### src/rtl/cpu_sequencer.sv
// cpu_sequencer: owns the CPU FSM state register, gates datapath writes via adv, run/step/halt debug control.
// Optional performance counters are built only when SEQ_PERF_CNT_EN is defined.
module cpu_sequencer #(
   parameter int MEM_TIMEOUT = 16,
   parameter int CNT_W       = 16
) (
   input  logic             clk,
   input  logic             reset,
   input  logic [2:0]       next_state,
   input  logic             cu_halt,
   input  logic             mem_ready,
   input  logic             run,
   input  logic             step,
   input  logic             resume,
   output logic [2:0]       state,
   output logic             adv,
   output logic             stopped,
   output logic             halted,
   output logic             instr_done,
   output logic             fault,
   output logic [CNT_W-1:0] cycle_count,
   output logic [CNT_W-1:0] instr_count
);
   typedef enum logic [2:0] {
      FETCH      = 3'b000,
      DECODE     = 3'b001,
      EXECUTE    = 3'b010,
      MEMORY     = 3'b011,
      WRITEBACK  = 3'b100,
      HALT_STATE = 3'b101
   } state_e;

   localparam int WW = $clog2(MEM_TIMEOUT + 1);

   state_e          state_q, state_d;
   logic [WW-1:0]   wait_q, wait_d;
   logic            fault_q, fault_d;
   logic            done_q, done_d;
   logic            stall, timeout;

   assign adv = (state_q == FETCH)  ? (run | step) :
                (state_q == MEMORY) ? mem_ready :
                (state_q == DECODE || state_q == EXECUTE || state_q == WRITEBACK);
   assign stall   = (state_q == MEMORY) && !mem_ready;
   assign timeout = stall && (wait_q == WW'(MEM_TIMEOUT - 1));
   assign wait_d  = stall ? wait_q + 1'b1 : '0;

   always_comb begin
      state_d = state_q;
      fault_d = fault_q;
      if (state_q == HALT_STATE) begin
         if (resume) begin
            state_d = FETCH;
            fault_d = 1'b0;
         end
      end else if (state_q > HALT_STATE || timeout) begin
         state_d = HALT_STATE;
         fault_d = 1'b1;
      end else if (adv) begin
         if (next_state[2:1] == 2'b11) begin
            state_d = HALT_STATE;
            fault_d = 1'b1;
         end else if (cu_halt || next_state == HALT_STATE) begin
            state_d = HALT_STATE;
         end else begin
            state_d = state_e'(next_state);
         end
      end
      done_d = adv && state_q != FETCH && state_d == FETCH;
   end

   always_ff @(posedge clk) begin
      if (reset) begin
         state_q <= FETCH;
         wait_q  <= '0;
         fault_q <= 1'b0;
         done_q  <= 1'b0;
      end else begin
         state_q <= state_d;
         wait_q  <= wait_d;
         fault_q <= fault_d;
         done_q  <= done_d;
      end
   end

   assign state      = state_q;
   assign stopped    = (state_q == FETCH) && !run;
   assign halted     = (state_q == HALT_STATE);
   assign instr_done = done_q;
   assign fault      = fault_q;

`ifdef SEQ_PERF_CNT_EN
   logic [CNT_W-1:0] cyc_q, ins_q;
   logic             cnt_act;
   // a stepped FETCH cycle counts as active even though the sequencer is parked there
   assign cnt_act = (state_q != HALT_STATE) && (state_q != FETCH || run || step);

   always_ff @(posedge clk) begin
      if (reset) begin
         cyc_q <= '0;
         ins_q <= '0;
      end else begin
         if (cnt_act && !(&cyc_q)) cyc_q <= cyc_q + 1'b1;
         if (done_d && !(&ins_q)) ins_q <= ins_q + 1'b1;
      end
   end

   assign cycle_count = cyc_q;
   assign instr_count = ins_q;
`else
   assign cycle_count = '0;
   assign instr_count = '0;
`endif
endmodule
### config.mk
export PLATFORM = sky130hd
export DESIGN_NAME = cpu_sequencer
export DESIGN_NICKNAME = d
export VERILOG_FILES = /design/src/rtl/cpu_sequencer.sv
export SDC_FILE = /design/constraint.sdc
export NUM_CORES = 1
export LEC_CHECK = 0
export CAP_MARGIN = 20
export CORE_MARGIN = 1
export CORE_UTILIZATION = 38
export DETAILED_ROUTE_END_ITERATION = 16
export HOLD_SLACK_MARGIN = 0.15
export PLACE_DENSITY = 0.82
export SYNTH_ARGS = -nofsm -noshare
export SYNTH_HDL_FRONTEND = slang
export SYNTH_SLANG_ARGS = --single-unit
### constraint.sdc
create_clock -name clk -period 4.9 [get_ports clk]
set_input_delay 1.47 -clock clk [delete_from_list [all_inputs] [get_ports clk]]
set_output_delay 1.47 -clock clk [all_outputs]
set_load 0.1 [all_outputs]
======== Word-level counts from Yosys, hierarchy flattened ========
Index checks and enable logic that the tools add are counted.
word-level totals
  flip-flop bits (word level) ............. 10
  bits of input ports ..................... 10
  output and inout port bits .............. 40
  logic and storage cells ................. 48
cells by class
  add/sub/neg operators ................... 1
  $lt $le $gt $ge ......................... 1
  eq/ne operators ......................... 9
  muxes and demuxes ....................... 13
  bitwise gates (word level) .............. 2
  reduce and logical (&&, ||, !) cells .... 18
operators by type and width
  cell                   number
  $mux W3                6
  $eq A3 B3 Y1 const B   3
  $reduce_bool A3 Y1     3
  $mux W1                7
  $eq A3 B2 Y1 const B   2
  $logic_not A3 Y1       2
  $add A5 B1 Y5 const B  1
  $eq A5 B4 Y1 const B   1
  $logic_and A1 B1 Y1    5
  $logic_or A1 B1 Y1     4
  $eq A3 B1 Y1 const B   1
  $gt A3 B3 Y1 const B   1
  $reduce_and A3 Y1      1
  $eq A2 B2 Y1 const B   1
  $logic_not A1 Y1       2
  $ne A2 B2 Y1 const B   1
  $reduce_or A2 Y1       1
  $not A1 Y1             1
  $or A1 B1 Y1           1

======== Longest topological paths before layout ========
  depth after elaboration ................. 10
  depth in mapped cells ................... 7
  depth with buffers taken out ............ 7

======== Worst setup path after synthesis ========
No wires, ideal clock.
  kind .................................... input-to-output
  start ................................... input port run
  end ..................................... output port adv
  data arrival time ....................... 3.105 ns
  required time ........................... 3.430 ns
  path slack .............................. 0.325 ns
  stages on the path ...................... 3
  buffers on the path ..................... 0
  cell sequence ........................... nor4_4 > nand2b_2 > and2_2
between the ends
  cells in the longest elaborated chain, start to end .. 2
ends and longest elaborated chain
  element             line  text
  start: declaration  12    input logic run,
  $or A1 B1 Y1        41    assign adv = (state_q == FETCH) ? (run | step) :
  $mux W1             41
  end: declaration    16    output logic adv,
No other way between the ends.

======== Worst setup path in the final report ========
  start ................................... input port mem_ready
  end ..................................... output port adv
between the ends
  cells in the longest elaborated chain, start to end .. 2
ends and longest elaborated chain
  element             line  text
  start: declaration  11    input logic mem_ready,
  $mux W1             42    (state_q == MEMORY) ? mem_ready :
  $mux W1             41
No other way between the ends.

==> results.toml <==
[logic_synthesis]
synth_mux_area_frac = 0
yosysSeqAreaShare = 0.2572
yosysMostFrequentCell = "buf_4"
synth_edf_count = 0
synthCells = 89
yosys.area_share.adder = 0.03215
synth_top_family_by_area = "buffers and inverters"
synth_simple_gate_area_frac = 0.1994
synth_top_area_frac = 0.3087
syn_area_sq_um = 778.2
ys.flop_type = "dfxtp_1"
synth_seq_cells = 10
synth_common_cells = "buf_4, dfxtp_1, nor2_1, nand2_1, nand4_1"
synth.largest_area_cell = "buf_4"
synthArstFlopShare = 0
synth_cell_types = 31
synth_compound_area_frac = 0.1511
synthXorXnorAreaFrac = 0.02251
avgSynthCellArea_sq_um = 8.744
yosysWarnings = 0
synthTopCellsByArea = "buf_4, dfxtp_1, nor2_1"

[power]
p_leak_nw = 0.3847
p_sw_frac = 0.5791
combPwrFrac = 0.571
pwr-share-clk = 0.156
total_power_uw = 330.4
ir_drop_mv = 0.1711
seqPwrFrac = 0.273
switchingPower_uw = 191.4
intPower_uw = 139.1
power.density_nw_per_um2 = 376.7

[clock_network]
h-tree-depth = 1
hold_buffers = 0
clk_latency_ns = 0.25
cts_resized = 0
clock_path_buffers = 2
ctsRootBufferMaster = "clkbuf_4"
clk_pin_slew_ns = 0.06
cts_tree = "built"
cts_made_buffers = 3
clock-sinks = 10
post_cts_buffers = 0

[sta]
finClkSkew_ns = 0.003949
fin_worst_hold_slack_ns = 0.4574
setup_viol = 0
hold_violations = 0
period_needed_ns = 4.284
finalSetupTns_ns = 0
worst_pin_slew_ns = 0.9773
maxSlewHeadroom = 0.3464
fin_crit_sh = 0.8742
fmax_ghz = 0.2334
rsz0062_at_grt = "false"
drv_slew = 0
fin_ws_ns = 0.6163

[critical_path]
worstPathCellList = "clkdlybuf4s50_1 -> and2b_1 -> a21oi_4 -> and2_2 -> buf_12"
worst_setup_path_end_kind = "primary output"
path_max_fanout = 6
worst-setup-path-type = "in -> out"
cpPeakStageDelay_ns = 0.47
worstSetupStartpointType = "primary input"
crit_required_ns = 3.43
arrival_ns = 2.81
slowest_stage = "clkdlybuf4s50_1"

[die]
dieArea_sq_um = 2233
die_h_microns = 47.26
core_sq_um = 1942
rows = 16
die_w_microns = 47.26
start_util = 0.4008
io_pins = 50

[final_layout]
drive_gt1_frac = 0.1121
nets = 121
fin_util = 0.4517
instances_no_fill = 134
num_antenna_cells = 0
stdcell_area_sq_um = 877.1
nFillCells = 201
area_growth_pct = 12.70

[run_status]
status = "finished, final reports clean"

[global_route]
gr-total-overflow = 0
grt_pass1_vias = 421
grt_use_total = 0.1173
antenna_found_initial = 0
grt_max_degree = 11
grt_pass1_wl_microns = 1807

[job]
maxCapViolCount = 0

[routing]
ant_nets = 0
wire_per_inst_microns = 9.903
vias_per_cell = 4.194
dr.first_iter.drc_count = 2
routed_wl_microns = 1327
dr.pass1.iters = 3
vias = 562
drc = 0

[place]
place_congestion = 0.8751
dp_hpwl_microns = 1089
io_buffers = 17
pre_cts_slack_ns = 0.6195
placedCellCount = 131
place_area_sq_um = 854.6

[hold_path]
hp-class = "reg -> reg"
==> flip-flops by register name (all words and copies together) (netlist names) <==
signal / count
wait_q: 5
state: 3
fault: 1
instr_done: 1
==> critical path, delay by kind of cell <==
kind	cells	cell delay [ns]
compound gates	1	0.25
buf+inv	2	0.64
simple gates	2	0.46
==> metal layers <==
layer	vias up	track usage	part of all wire
met4	0	0.07429	0.034
met1	247	0.1253	0.41
met5	-	0	0
met3	6	0.04231	0.072
met2	34	0.1945	0.48
li1	275	-	-
==> power by group through the flow <==
stage / Clock, mW / Combinational (mW) / Sequential (mW)
after detailed placement: 0 / 0.188 / 0.0918
after global routing: 0.0600 / 0.194 / 0.0906
after CTS: 0.0540 / 0.188 / 0.0900
after global placement: 0 / 0.187 / 0.0915
final: 0.0517 / 0.189 / 0.0901
after floorplan: 0 / 0.163 / 0.111
==> cells by family after synthesis <==
logic type | count (synthesis)
fa+ha+maj | 2
compound gates | 13
flops | 10
xor+xnor | 2
buf+inv | 35
simple gates | 26
other cells | 1
==> final cells by class <==
class	count	area, sq um	share of cell area
Tap cell	27	33.78	0.03852
Inverter	2	7.507	0.008559
Multi-Input combinational cell	75	435.4	0.4964
Clock buffer	3	22.52	0.02568
Sequential cell	10	200.2	0.2282
Timing Repair Buffer	17	177.7	0.2026
==> cells in the final DEF, fill, tap and decap left out, types with 2 or more instances in the layout <==
| master | n |
|---|---|
| conb_1 | 32 |
| clkdlybuf4s50_1 | 15 |
| dfxtp_1 | 10 |
| nor2_1 | 9 |
| nand2_1 | 3 |
| nand4_1 | 3 |
| clkbuf_4 | 3 |
| inv_1 | 2 |
| o21a_1 | 2 |
| nand3_1 | 2 |
| o21ai_0 | 2 |
| a211oi_1 | 2 |
| ha_1 | 2 |
==> path summary, 6_finish.rpt <==
kind                                             end  cells past startpoint                  from  slack [ns]
worst min-delay path            wait_q[0]$_SDFF_PP0_                      1  wait_q[0]$_SDFF_PP0_        0.46
worst max-delay path                             adv                      5             mem_ready        0.62
worst min register to register  wait_q[0]$_SDFF_PP0_                      1  wait_q[0]$_SDFF_PP0_        0.46
worst max register to register   state[1]$_SDFF_PP0_                      7  wait_q[0]$_SDFF_PP0_        3.17
Power figures use the tool's default switching activity.
==> edit 1 (same settings) <==
Change the parameter `CNT_W` from 16 to 14.
--- a/src/rtl/cpu_sequencer.sv
+++ b/src/rtl/cpu_sequencer.sv
@@ -2,7 +2,7 @@
 // Optional performance counters are built only when SEQ_PERF_CNT_EN is defined.
 module cpu_sequencer #(
    parameter int MEM_TIMEOUT = 16,
-   parameter int CNT_W       = 16
+   parameter int CNT_W       = 14
 ) (
    input  logic             clk,
    input  logic             reset,
Ports: changed (resized cycle_count and instr_count); port bits go from 50 to 46. No check against the original RTL was run, so the function may have changed too.
==> edit 1 against the unedited design <==
- cell area decreased by 0.43%
- worst setup slack improved by 2.5 ps
- maximum frequency about the same
- critical path depth unchanged
- clock power increased by 39%
- sequential cell count unchanged
- largest power group unchanged
- area after synthesis decreased by 3.9%
- wire length decreased by 11%
- total power increased by 1.9%
- utilization increased by 3.8 points
- register-to-register slack about the same
- final cell count decreased by 3.7%
==> edit 1: results (changes against the unedited design) <==
status=complete, no violations (unchanged); Final Skew=7.30 ps (was 3.95 ps); register area share after synthesis=26.8% (was 25.7%); first-pass detailed-route iteration total=4 (was 3); Slew @ Worst Pin=973 ps (was 977 ps); most frequent cells after synthesis=28 x buf_4, 10 x dfxtp_1, 9 x nor2_1 (was 32 x buf_4, 10 x dfxtp_1, 9 x nor2_1); average routed wire per standard cell=9.12 um (was 9.90 um); proportion of final cell area spent on non-clock buffers=20.3% (about the same); fraction of layout cells with a size suffix above 1=12.5% (was 11.2%); Top Metal Used=met3 (was met4); #MultiIn Comb=71 (was 75); Met1 Routed Length=444 um (was 550 um); count of instances resized after the clock tree is built=0 (unchanged); initial drt markers=11 (was 2); count of mapped cells out of synthesis=85 (was 89); fraction of area in multi-input gates=48.1% (was 49.6%); synth top area cells=buf_4 28%, dfxtp_1 27%, nor2_1 4.5% (was buf_4 31%, dfxtp_1 26%, nor2_1 4.3%); chip width=46.4 um (was 47.3 um); clock tree cell share of total cell area=4.15% (was 2.57%); total number of vias=551 (was 562); cell total after placement=125 (was 131); All-Layer GR Usage=11.8% (was 11.7%); Seq cells=10 (unchanged); leakage power summed over all cells=0.000379 uW (was 0.000385 uW); met2 usage=19.7% (was 19.5%); M3 GR Usage=7.45% (was 4.23%); half-perimeter wire length after detailed placement=1020 um (was 1090 um)
edit 1: changes by cell type after synthesis, sizes merged:
cell	before	now
buf	33	29
edit 1: worst reg2reg max path, stage by stage (launching register included):
cell      delay, ps
dfxtp_1         320
ha_1            220
and3_1          190
ha_1            180
and3b_1         170
o21ai_0         250
nand2_1          90
a211oi_1        210
edit 1: worst paths after layout:
check / to / slack (ps) / cells past startpoint
max: adv / 620 / 5
min: wait_q[0] / 460 / 1
max reg2reg: state[1] / 3180 / 7
min reg2reg: wait_q[0] / 460 / 1
edit 1: cell families after synthesis:
family,synth area share [%]
buffers and inverters,30.6
AND/OR/NAND/NOR,20.7
AO/OA/AOI/OAI,15.7
flip-flops,26.8
XOR/XNOR,2.34
adder cells (fa/ha/maj),3.34
other,0.501
edit 1: power by group:
group          total, uW  internal [uW]  switching, uW
sequential          90.2           84.3           5.85
clock               72.0           45.0           26.9
combinational        174           26.6            148
total                337            156            181
==> edit 2 (config.mk and constraints unchanged) <==
Without the edit above. Register the output `fault` once more; this adds one clock of latency there. The other outputs are not delayed to match.
--- a/src/rtl/cpu_sequencer.sv
+++ b/src/rtl/cpu_sequencer.sv
@@ -87,7 +87,9 @@
    assign stopped    = (state_q == FETCH) && !run;
    assign halted     = (state_q == HALT_STATE);
    assign instr_done = done_q;
-   assign fault      = fault_q;
+   always_ff @(posedge clk) begin
+      fault <= fault_q;
+   end
 
 `ifdef SEQ_PERF_CNT_EN
    logic [CNT_W-1:0] cyc_q, ins_q;
Behaviour: not the same (a bounded check fails within 4 cycles, from zero or initial values and one cycle with reset high).
==> edit 2 against the unedited design <==
- first-iteration DRC count increased to 6.0 times the old value
- sequential cell count is 1 higher
- register-to-register slack got worse by 30 ps
- critical path depth unchanged
- final cell count increased by 1.5%
- area after synthesis up 2.6%
- global-route usage rose by 0.70 points
- total power up 5.2%
- worst setup slack got worse by 7.0 ps
- clock power grew 16%
- cell area is 2.7% higher
- wire length down 0.98%
- sequential share of layout area is 1.6 points higher
- non-clock buffer count is the same
- critical path type unchanged
- largest cell class unchanged
- largest power group unchanged
==> edit 2: results (changes against the unedited design) <==
status=complete, no violations (unchanged); total number of vias=577 (was 562); Met1 Routed Length=526 um (was 550 um); cell total after placement=132 (was 131); Avg Cell Area, Syn=8.87 um^2 (was 8.74 um^2); All-Layer GR Usage=12.4% (was 11.7%); detailed route wirelength on metal3=138 um (was 96 um); maximum vdd drop=0.158 mV (was 0.171 mV); via count of the first global-routing pass=459 (was 421); synth top area cells=buf_4 30%, dfxtp_1 28%, nor2_1 4.2% (was buf_4 31%, dfxtp_1 26%, nor2_1 4.3%); most frequent cells after synthesis=32 x buf_4, 11 x dfxtp_1, 9 x nor2_1 (was 32 x buf_4, 10 x dfxtp_1, 9 x nor2_1); final estimated routing congestion in global placement=0.881 (was 0.875); number of buffers created by CTS=3 (unchanged); number of filler cells placed in the layout=196 (was 201); initial drt markers=12 (was 2); fraction of layout cells with a size suffix above 1=11.0% (was 11.2%); number of antenna repair diodes=0 (unchanged); worst endpoint data arrival time=2820 ps (was 2810 ps); half-perimeter wire length after detailed placement=1080 um (was 1090 um); Final Skew=2.95 ps (was 3.95 ps); Slew @ Worst Pin=981 ps (was 977 ps); wire length reported by the detailed router=1310 um (was 1330 um); leakage power summed over all cells=0.000394 uW (was 0.000385 uW); register area share after synthesis=27.6% (was 25.7%); net count reported at finish=122 (was 121); non-filler cells in the finished layout=136 (was 134); Hold Startpoint=fault_q (was wait_q[0]); routed wire length on met2=634 um (was 635 um); DP Worst Slack=626 ps (was 619 ps); first-pass detailed-route iteration total=4 (was 3); first-pass GRT wire length=1910 um (was 1810 um)
[edit 2: power by group]
group / total (uW) / internal (uW) / switching (uW)
sequential: 99.0 / 93.2 / 5.86
combinational: 188 / 26.6 / 162
clock: 60.2 / 31.5 / 28.7
total: 348 / 151 / 196
[edit 2: layer usage]
metal | global-route usage [%] | vias up
met1 | 12.3 | 254
met5 | 0 | -
met3 | 6.04 | 2
li1 | - | 280
met2 | 22.2 | 41
met4 | 5.00 | 0
[edit 2: cell families after synthesis]
kind of cell | Yosys count | share of synthesized area, %
flops | 11 | 27.6
buf+inv | 35 | 32.4
simple gates | 26 | 19.4
other cells | 1 | 0.470
xor+xnor | 2 | 2.19
compound gates | 13 | 14.7
fa+ha+maj | 2 | 3.13
[edit 2: metrics by stage]
step                      util [%]  area [um^2]
after global placement        44.6          875
final                         45.9          901
after global routing          45.9          901
after CTS                     45.9          901
after floorplan                  -          915
after detailed placement      44.6          875
[edit 2: final timing paths]
check        endpoint  slack (ps)  cells past startpoint
max               adv         610                      5
min             fault         350                      0
max reg2reg  state[1]        3140                      7
min reg2reg     fault         350                      0
[edit 2: worst max-delay path: stages]
cell and delay (ps):
clkdlybuf4s50_1 480, and2b_1 240, a21oi_4 250, and2_2 200
buf_12 170
[edit 2: cell type report]
type	count	area, um^2	area share (%)
Multi-Input combinational cell	75	435	48.3
Sequential cell	11	220	24.4
Timing Repair Buffer	17	178	19.7
Tap cell	27	33.8	3.75
Clock buffer	4	26.3	2.92
Inverter	2	7.51	0.833
